===== config.mk =====
export PLATFORM = sky130hd
export DESIGN_NAME = piso_bit_serializer
export DESIGN_NICKNAME = d
export VERILOG_FILES = /design/src/rtl/piso_bit_serializer.sv
export SDC_FILE = /design/constraint.sdc
export NUM_CORES = 1
export LEC_CHECK = 0
export CELL_PAD_IN_SITES_DETAIL_PLACEMENT = 1
export CELL_PAD_IN_SITES_GLOBAL_PLACEMENT = 1
export CORE_UTILIZATION = 38
export CTS_BUF_LIST = sky130_fd_sc_hd__clkbuf_4 sky130_fd_sc_hd__clkbuf_8
export DETAILED_ROUTE_END_ITERATION = 6
export PLACE_DENSITY = 0.88
export SLEW_MARGIN = 20
export SYNTH_ARGS = -nofsm -noshare
export SYNTH_HDL_FRONTEND = slang
export SYNTH_SLANG_ARGS = --single-unit
export TNS_END_PERCENT = 30

===== constraint.sdc =====
create_clock -name clk -period 1.4 [get_ports clk]
set_input_delay 0.28 -clock clk [delete_from_list [all_inputs] [get_ports clk]]
set_output_delay 0.28 -clock clk [all_outputs]
set_load 0.01 [all_outputs]

===== src/rtl/piso_bit_serializer.sv =====
// piso_bit_serializer
// Parallel-in/serial-out stage feeding a serial "101" sequence detector.
// A WIDTH-bit word is accepted via load_valid/load_ready while idle. Its bits
// are then sent on bit_out, with each bit held for DIV clocks. bit_valid marks
// the first cycle of every bit. frame_start and frame_done bracket the word.
// bit_out is driven low whenever no word is being sent, so the detector only
// sees zeros between frames.
module piso_bit_serializer #(
  parameter int WIDTH     = 8,
  parameter int DIV       = 1,
  parameter bit MSB_FIRST = 1'b1
) (
  input  logic             clk,
  input  logic             rst,
  input  logic             load_valid,
  input  logic [WIDTH-1:0] load_data,
  output logic             load_ready,
  output logic             bit_out,
  output logic             bit_valid,
  output logic             busy,
  output logic             frame_start,
  output logic             frame_done
);

  localparam int DIV_W = (DIV > 1) ? $clog2(DIV) : 1;
  localparam int CNT_W = $clog2(WIDTH);
  localparam logic [DIV_W-1:0] DIV_LAST = DIV_W'(DIV - 1);
  localparam logic [CNT_W-1:0] CNT_LAST = CNT_W'(WIDTH - 1);

  typedef enum logic [1:0] {
    IDLE = 2'd0,
    SEND = 2'd1,
    DONE = 2'd2
  } state_t;

  state_t           state_q, state_d;
  logic [WIDTH-1:0] shreg_q, shreg_d;
  logic [WIDTH-1:0] shreg_shifted;
  logic [CNT_W-1:0] bit_cnt_q, bit_cnt_d;
  logic [DIV_W-1:0] div_cnt_q, div_cnt_d;
  logic             bit_out_q, bit_out_d;
  logic             bit_valid_q, bit_valid_d;
  logic             busy_q, busy_d;
  logic             frame_start_q, frame_start_d;
  logic             frame_done_q, frame_done_d;

  // The bit that leaves first from a given word, depending on shift direction.
  function automatic logic lead_bit(input logic [WIDTH-1:0] word);
    return MSB_FIRST ? word[WIDTH-1] : word[0];
  endfunction

  // Shift register contents after moving on to the next bit.
  always_comb begin
    shreg_shifted = shreg_q;
    if (MSB_FIRST) begin
      shreg_shifted = {shreg_q[WIDTH-2:0], 1'b0};
    end else begin
      shreg_shifted = {1'b0, shreg_q[WIDTH-1:1]};
    end
  end

  // Next-state and registered-output computation for the IDLE/SEND/DONE sequencer.
  always_comb begin
    state_d       = state_q;
    shreg_d       = shreg_q;
    bit_cnt_d     = bit_cnt_q;
    div_cnt_d     = div_cnt_q;
    bit_out_d     = bit_out_q;
    bit_valid_d   = 1'b0;
    busy_d        = busy_q;
    frame_start_d = 1'b0;
    frame_done_d  = 1'b0;
    case (state_q)
      IDLE: begin
        bit_out_d = 1'b0;
        busy_d    = 1'b0;
        if (load_valid) begin
          state_d       = SEND;
          shreg_d       = load_data;
          bit_cnt_d     = '0;
          div_cnt_d     = '0;
          bit_out_d     = lead_bit(load_data);
          bit_valid_d   = 1'b1;
          frame_start_d = 1'b1;
          busy_d        = 1'b1;
        end
      end
      SEND: begin
        if (div_cnt_q == DIV_LAST) begin
          div_cnt_d = '0;
          if (bit_cnt_q == CNT_LAST) begin
            state_d      = DONE;
            bit_cnt_d    = '0;
            busy_d       = 1'b0;
            bit_out_d    = 1'b0;
            frame_done_d = 1'b1;
          end else begin
            shreg_d     = shreg_shifted;
            bit_cnt_d   = bit_cnt_q + CNT_W'(1);
            bit_out_d   = lead_bit(shreg_shifted);
            bit_valid_d = 1'b1;
          end
        end else begin
          div_cnt_d = div_cnt_q + DIV_W'(1);
        end
      end
      DONE: begin
        state_d   = IDLE;
        bit_out_d = 1'b0;
        busy_d    = 1'b0;
      end
      default: begin
        state_d   = IDLE;
        bit_out_d = 1'b0;
        busy_d    = 1'b0;
      end
    endcase
  end

  // State and output registers; synchronous reset wins over everything else.
  always_ff @(posedge clk) begin
    if (rst) begin
      state_q       <= IDLE;
      shreg_q       <= '0;
      bit_cnt_q     <= '0;
      div_cnt_q     <= '0;
      bit_out_q     <= 1'b0;
      bit_valid_q   <= 1'b0;
      busy_q        <= 1'b0;
      frame_start_q <= 1'b0;
      frame_done_q  <= 1'b0;
    end else begin
      state_q       <= state_d;
      shreg_q       <= shreg_d;
      bit_cnt_q     <= bit_cnt_d;
      div_cnt_q     <= div_cnt_d;
      bit_out_q     <= bit_out_d;
      bit_valid_q   <= bit_valid_d;
      busy_q        <= busy_d;
      frame_start_q <= frame_start_d;
      frame_done_q  <= frame_done_d;
    end
  end

  assign load_ready  = (state_q == IDLE);
  assign bit_out     = bit_out_q;
  assign bit_valid   = bit_valid_q;
  assign busy        = busy_q;
  assign frame_start = frame_start_q;
  assign frame_done  = frame_done_q;

endmodule

==> impl_summary.txt <==
----------------------------------------------------
[Critical path]
  Sort of element at the end of the critical path ... register
  Setup crit start kind ... register
  FF-to-FF path depth ... 5
  Register-to-register setup slack ... 60 ps
  Data required time of the critical path ... 1640 ps
  Startpoint-to-endpoint class of the critical path ... register to register
  Capturing instance or port of the critical path ... shreg_q[2]
  Capture point of the worst reg-to-reg path ... shreg_q[2]
  Origin of the worst setup path ... bit_cnt_q[0]
  Data arrival time at the worst-slack endpoint ... 1580 ps
  Largest driver fanout on the critical path ... 6
  Critical R2R Launch ... bit_cnt_q[0]

[Detailed routing]
  Number of vias after detailed routing ... 613
  DRC violations left ... 0
  Final routed wire length divided by cell count ... 14.04 um
  Initial drt markers ... 4
  First-pass iteration count of the detailed router ... 4
  Post-DR vias/cell ... 5.239
  Total wirelength of the detailed-routed design ... 1643 um
  ANT nets after route ... 0

[Yosys]
  Most common flop cell mapped by yosys ... sky130_fd_sc_hd__dfxtp_1
  Average size of a mapped cell ... 10.17 sq um
  Distinct cells, synth ... 22
  Total number of yosys warnings ... 0
  Number of cells produced by synthesis ... 69
  Cell area after synthesis ... 701.9 sq um
  Total of flip-flops plus latches after synthesis ... 17
  Cell taking the most area after synthesis ... sky130_fd_sc_hd__dfxtp_1
  Share of the synthesized area in the top cell type ... 48.48%
  Post-synth EDFFs ... 0
  Largest cells by area after synthesis ... sky130_fd_sc_hd__dfxtp_1 48%, sky130_fd_sc_hd__o221a_1 9.6%, sky130_fd_sc_hd__nor2_1 6.4%
  Most used standard cells in the synthesized netlist ... 17 x sky130_fd_sc_hd__dfxtp_1, 12 x sky130_fd_sc_hd__nor2_1, 8 x sky130_fd_sc_hd__a21oi_1
  Seq/Total Area, Yosys ... 48.48%
  Async set-reset flop share out of synthesis ... 0%
  Post-Synthesis Net Count ... 82
  Most instantiated library cell after synthesis ... sky130_fd_sc_hd__dfxtp_1

[Global routing]
  Initial antenna violation count ... 0
  Pin count of the biggest net entering global routing ... 17
  Vias in the first global route ... 616
  Total grt overflow ... 0
  Global-route total usage across every layer ... 19.63%
  First-pass GRT wire length ... 2732 um

[Place]
  Port-buffer cells ... 16
  HPWL after detailed placement ... 1210 um
  Setup slack at placement ... -104.4 ps
  Routability Congestion ... 0.6914

[Clocking]
  Clock latency on the worst-skew pair ... 290 ps
  Num CTS Buffers ... 3
  TritonCTS Sinks ... 17
  H-Tree Depth ... 1
  Clock-pin slew on the worst setup and hold paths ... 100 ps
  Clock Path Buffers ... 2
  Clock tree root driver cell ... sky130_fd_sc_hd__clkbuf_4
  Number of post-CTS setup repair buffers ... 0
  TritonCTS clock tree ... built

[Die]
  Initial core utilization ... 40.65%
  Die height ... 44.98 um
  Width of the chip ... 44.98 um
  Count of boundary I/O pins ... 17
  Placeable core area ... 1727 sq um
  Number of placement rows ... 15
  Overall die area ... 2023 sq um

[Power and ir drop]
  Clock power share ... 27.6%
  Flop pwr share ... 55.8%
  Internal portion of total power ... 706.6 uW
  Worst voltage drop across the vdd grid ... 0.4600 mV
  Total power per unit cell area ... 987.3 nW/um^2
  LEAKAGE ... 0.4053 nW
  Sw power ... 239.6 uW
  Comb power frac ... 16.6%
  Switching power as a share of total power ... 25.32%

[Run]
  # Max-Cap Violations ... 0

[Cells and area]
  Synthesis-to-layout area growth ... 36.54%
  Fill cell count ... 206
  Antenna cells ... 0
  Share of post-route cells with drive strength above 1 ... 19.57%
  Final #Nets ... 106

[Timing]
  Worst setup skew after layout ... 10.90 ps
  Max-slew violation count ... 0
  Achievable clock frequency ... 749.0 MHz
  Slew Limit Headroom ... 82.13%
  Smallest hold slack ... 507.7 ps
  Post-route minimum period ... 1335 ps
  Final-report setup violation count ... 0
  Worst Tran Pin Value ... 267.5 ps
  Final number of hold-violating endpoints ... 0
  Setup repair after global routing missed its margin ... no
  Minimum setup slack in the final design ... 64.91 ps
  Portion of the clock cycle consumed by the worst path in the final layout ... 95.36%

[Status]
  Run status ... finished, final reports clean

[Worst hold path]
  Tightest Hold Check Type ... register to register

----------------------------------------------------
[sequential cells by signal (all words and copies together), names as in the netlist]
name	cells
bit_cnt_q	3
bit_out	1
bit_valid	1
busy	1
frame_done	1
frame_start	1
shreg_q	7
state_q	2
[final cells by class]
| class | count | area (sq um) | area share [%] |
|---|---|---|---|
| clock buffer | 3 | 22.52 | 2.350 |
| clock inverter | 1 | 5.005 | 0.5222 |
| multi-input combinational | 48 | 336.6 | 35.12 |
| sequential | 17 | 341.6 | 35.64 |
| tap | 25 | 31.28 | 3.264 |
| timing repair buffer | 23 | 221.5 | 23.11 |
[per-stage QoR]
| step | instances | area [sq um] | total power, mW | TNS (ps) | util [%] |
|---|---|---|---|---|---|
| detailed placement | 113 | 933.4 | 0.7030 | -642.1 | 54.06 |
| finish | 117 | 958.4 | 0.9462 | 0 | 55.51 |
| CTS | 117 | 953.4 | 0.9599 | 0 | 55.22 |
| global route | 117 | 958.4 | 0.9959 | 0 | 55.51 |
| floorplan | 69 | 701.9 | 0.6207 | 0 | - |
| global placement | 113 | 933.4 | 0.6943 | -123.7 | 54.06 |
[per-layer routing]
metal,up-vias,part of all wire (%),track usage [%],routed length (um)
li1,297,-,-,-
met1,299,46,23.88,755
met2,15,48,30.72,794
met3,2,4.1,4.800,67
met4,0,1.6,12.73,26
met5,-,0,0,0
[worst min-delay path by stage]
stage | depth (start not counted) | end | slack [ps] | startpoint
CTS | 2 | busy | 510 | busy
detailed placement | 2 | busy | 500 | busy
floorplan | 2 | busy | 440 | load_valid
global placement | 2 | busy | 470 | busy
global route | 2 | busy | 540 | busy
finish | 2 | busy | 510 | busy
[placed cells by master, fill, tap and decap left out, types with 2 or more instances in the layout]
cell type,n
sky130_fd_sc_hd__dfxtp_1,16
sky130_fd_sc_hd__nor2_1,12
sky130_fd_sc_hd__clkdlybuf4s50_1,10
sky130_fd_sc_hd__a21oi_1,8
sky130_fd_sc_hd__o221a_1,6
sky130_fd_sc_hd__dlygate4sd2_1,6
sky130_fd_sc_hd__buf_4,5
sky130_fd_sc_hd__nand2_1,3
sky130_fd_sc_hd__a22oi_1,3
sky130_fd_sc_hd__clkbuf_4,3
sky130_fd_sc_hd__nor3_1,2
sky130_fd_sc_hd__and3b_1,2
sky130_fd_sc_hd__ha_1,2
[power by group through the flow]
| stage | registers [mW] | logic (mW) | clock network [mW] |
|---|---|---|---|
| detailed placement | 0.539 | 0.164 | 0 |
| CTS | 0.528 | 0.158 | 0.274 |
| finish | 0.528 | 0.157 | 0.261 |
| global route | 0.532 | 0.172 | 0.292 |
| global placement | 0.537 | 0.157 | 0 |
| floorplan | 0.542 | 0.0789 | 0 |
[repair_timing]
action                                  in CTS  in global routing
endpoints found under the setup margin       6                  2
gates resized for setup                      6                  2
hold buffers                                 0                  0
endpoints found under the hold margin        0                  0
[kinds of logic (layout without fill, tap and decap cells)]
group                      count (synthesis)  in the layout  synth area share (%)
AOI/OAI and AO/OA                         21             21                 24.42
adders and majority gates                  2              2                 3.564
buffers and inverters                      4             27                 3.564
DFF                                       17             17                 48.49
and+or+nand+nor                           25             25                 19.97
[worst max-delay path, stage by stage (launching register included)]
cell                      delay [ps]
sky130_fd_sc_hd__dfxtp_2         340
sky130_fd_sc_hd__ha_1            190
sky130_fd_sc_hd__ha_1            200
sky130_fd_sc_hd__and2_4          190
sky130_fd_sc_hd__nor2_4          170
sky130_fd_sc_hd__o221a_1         210
Power figures use the tool's default switching activity.
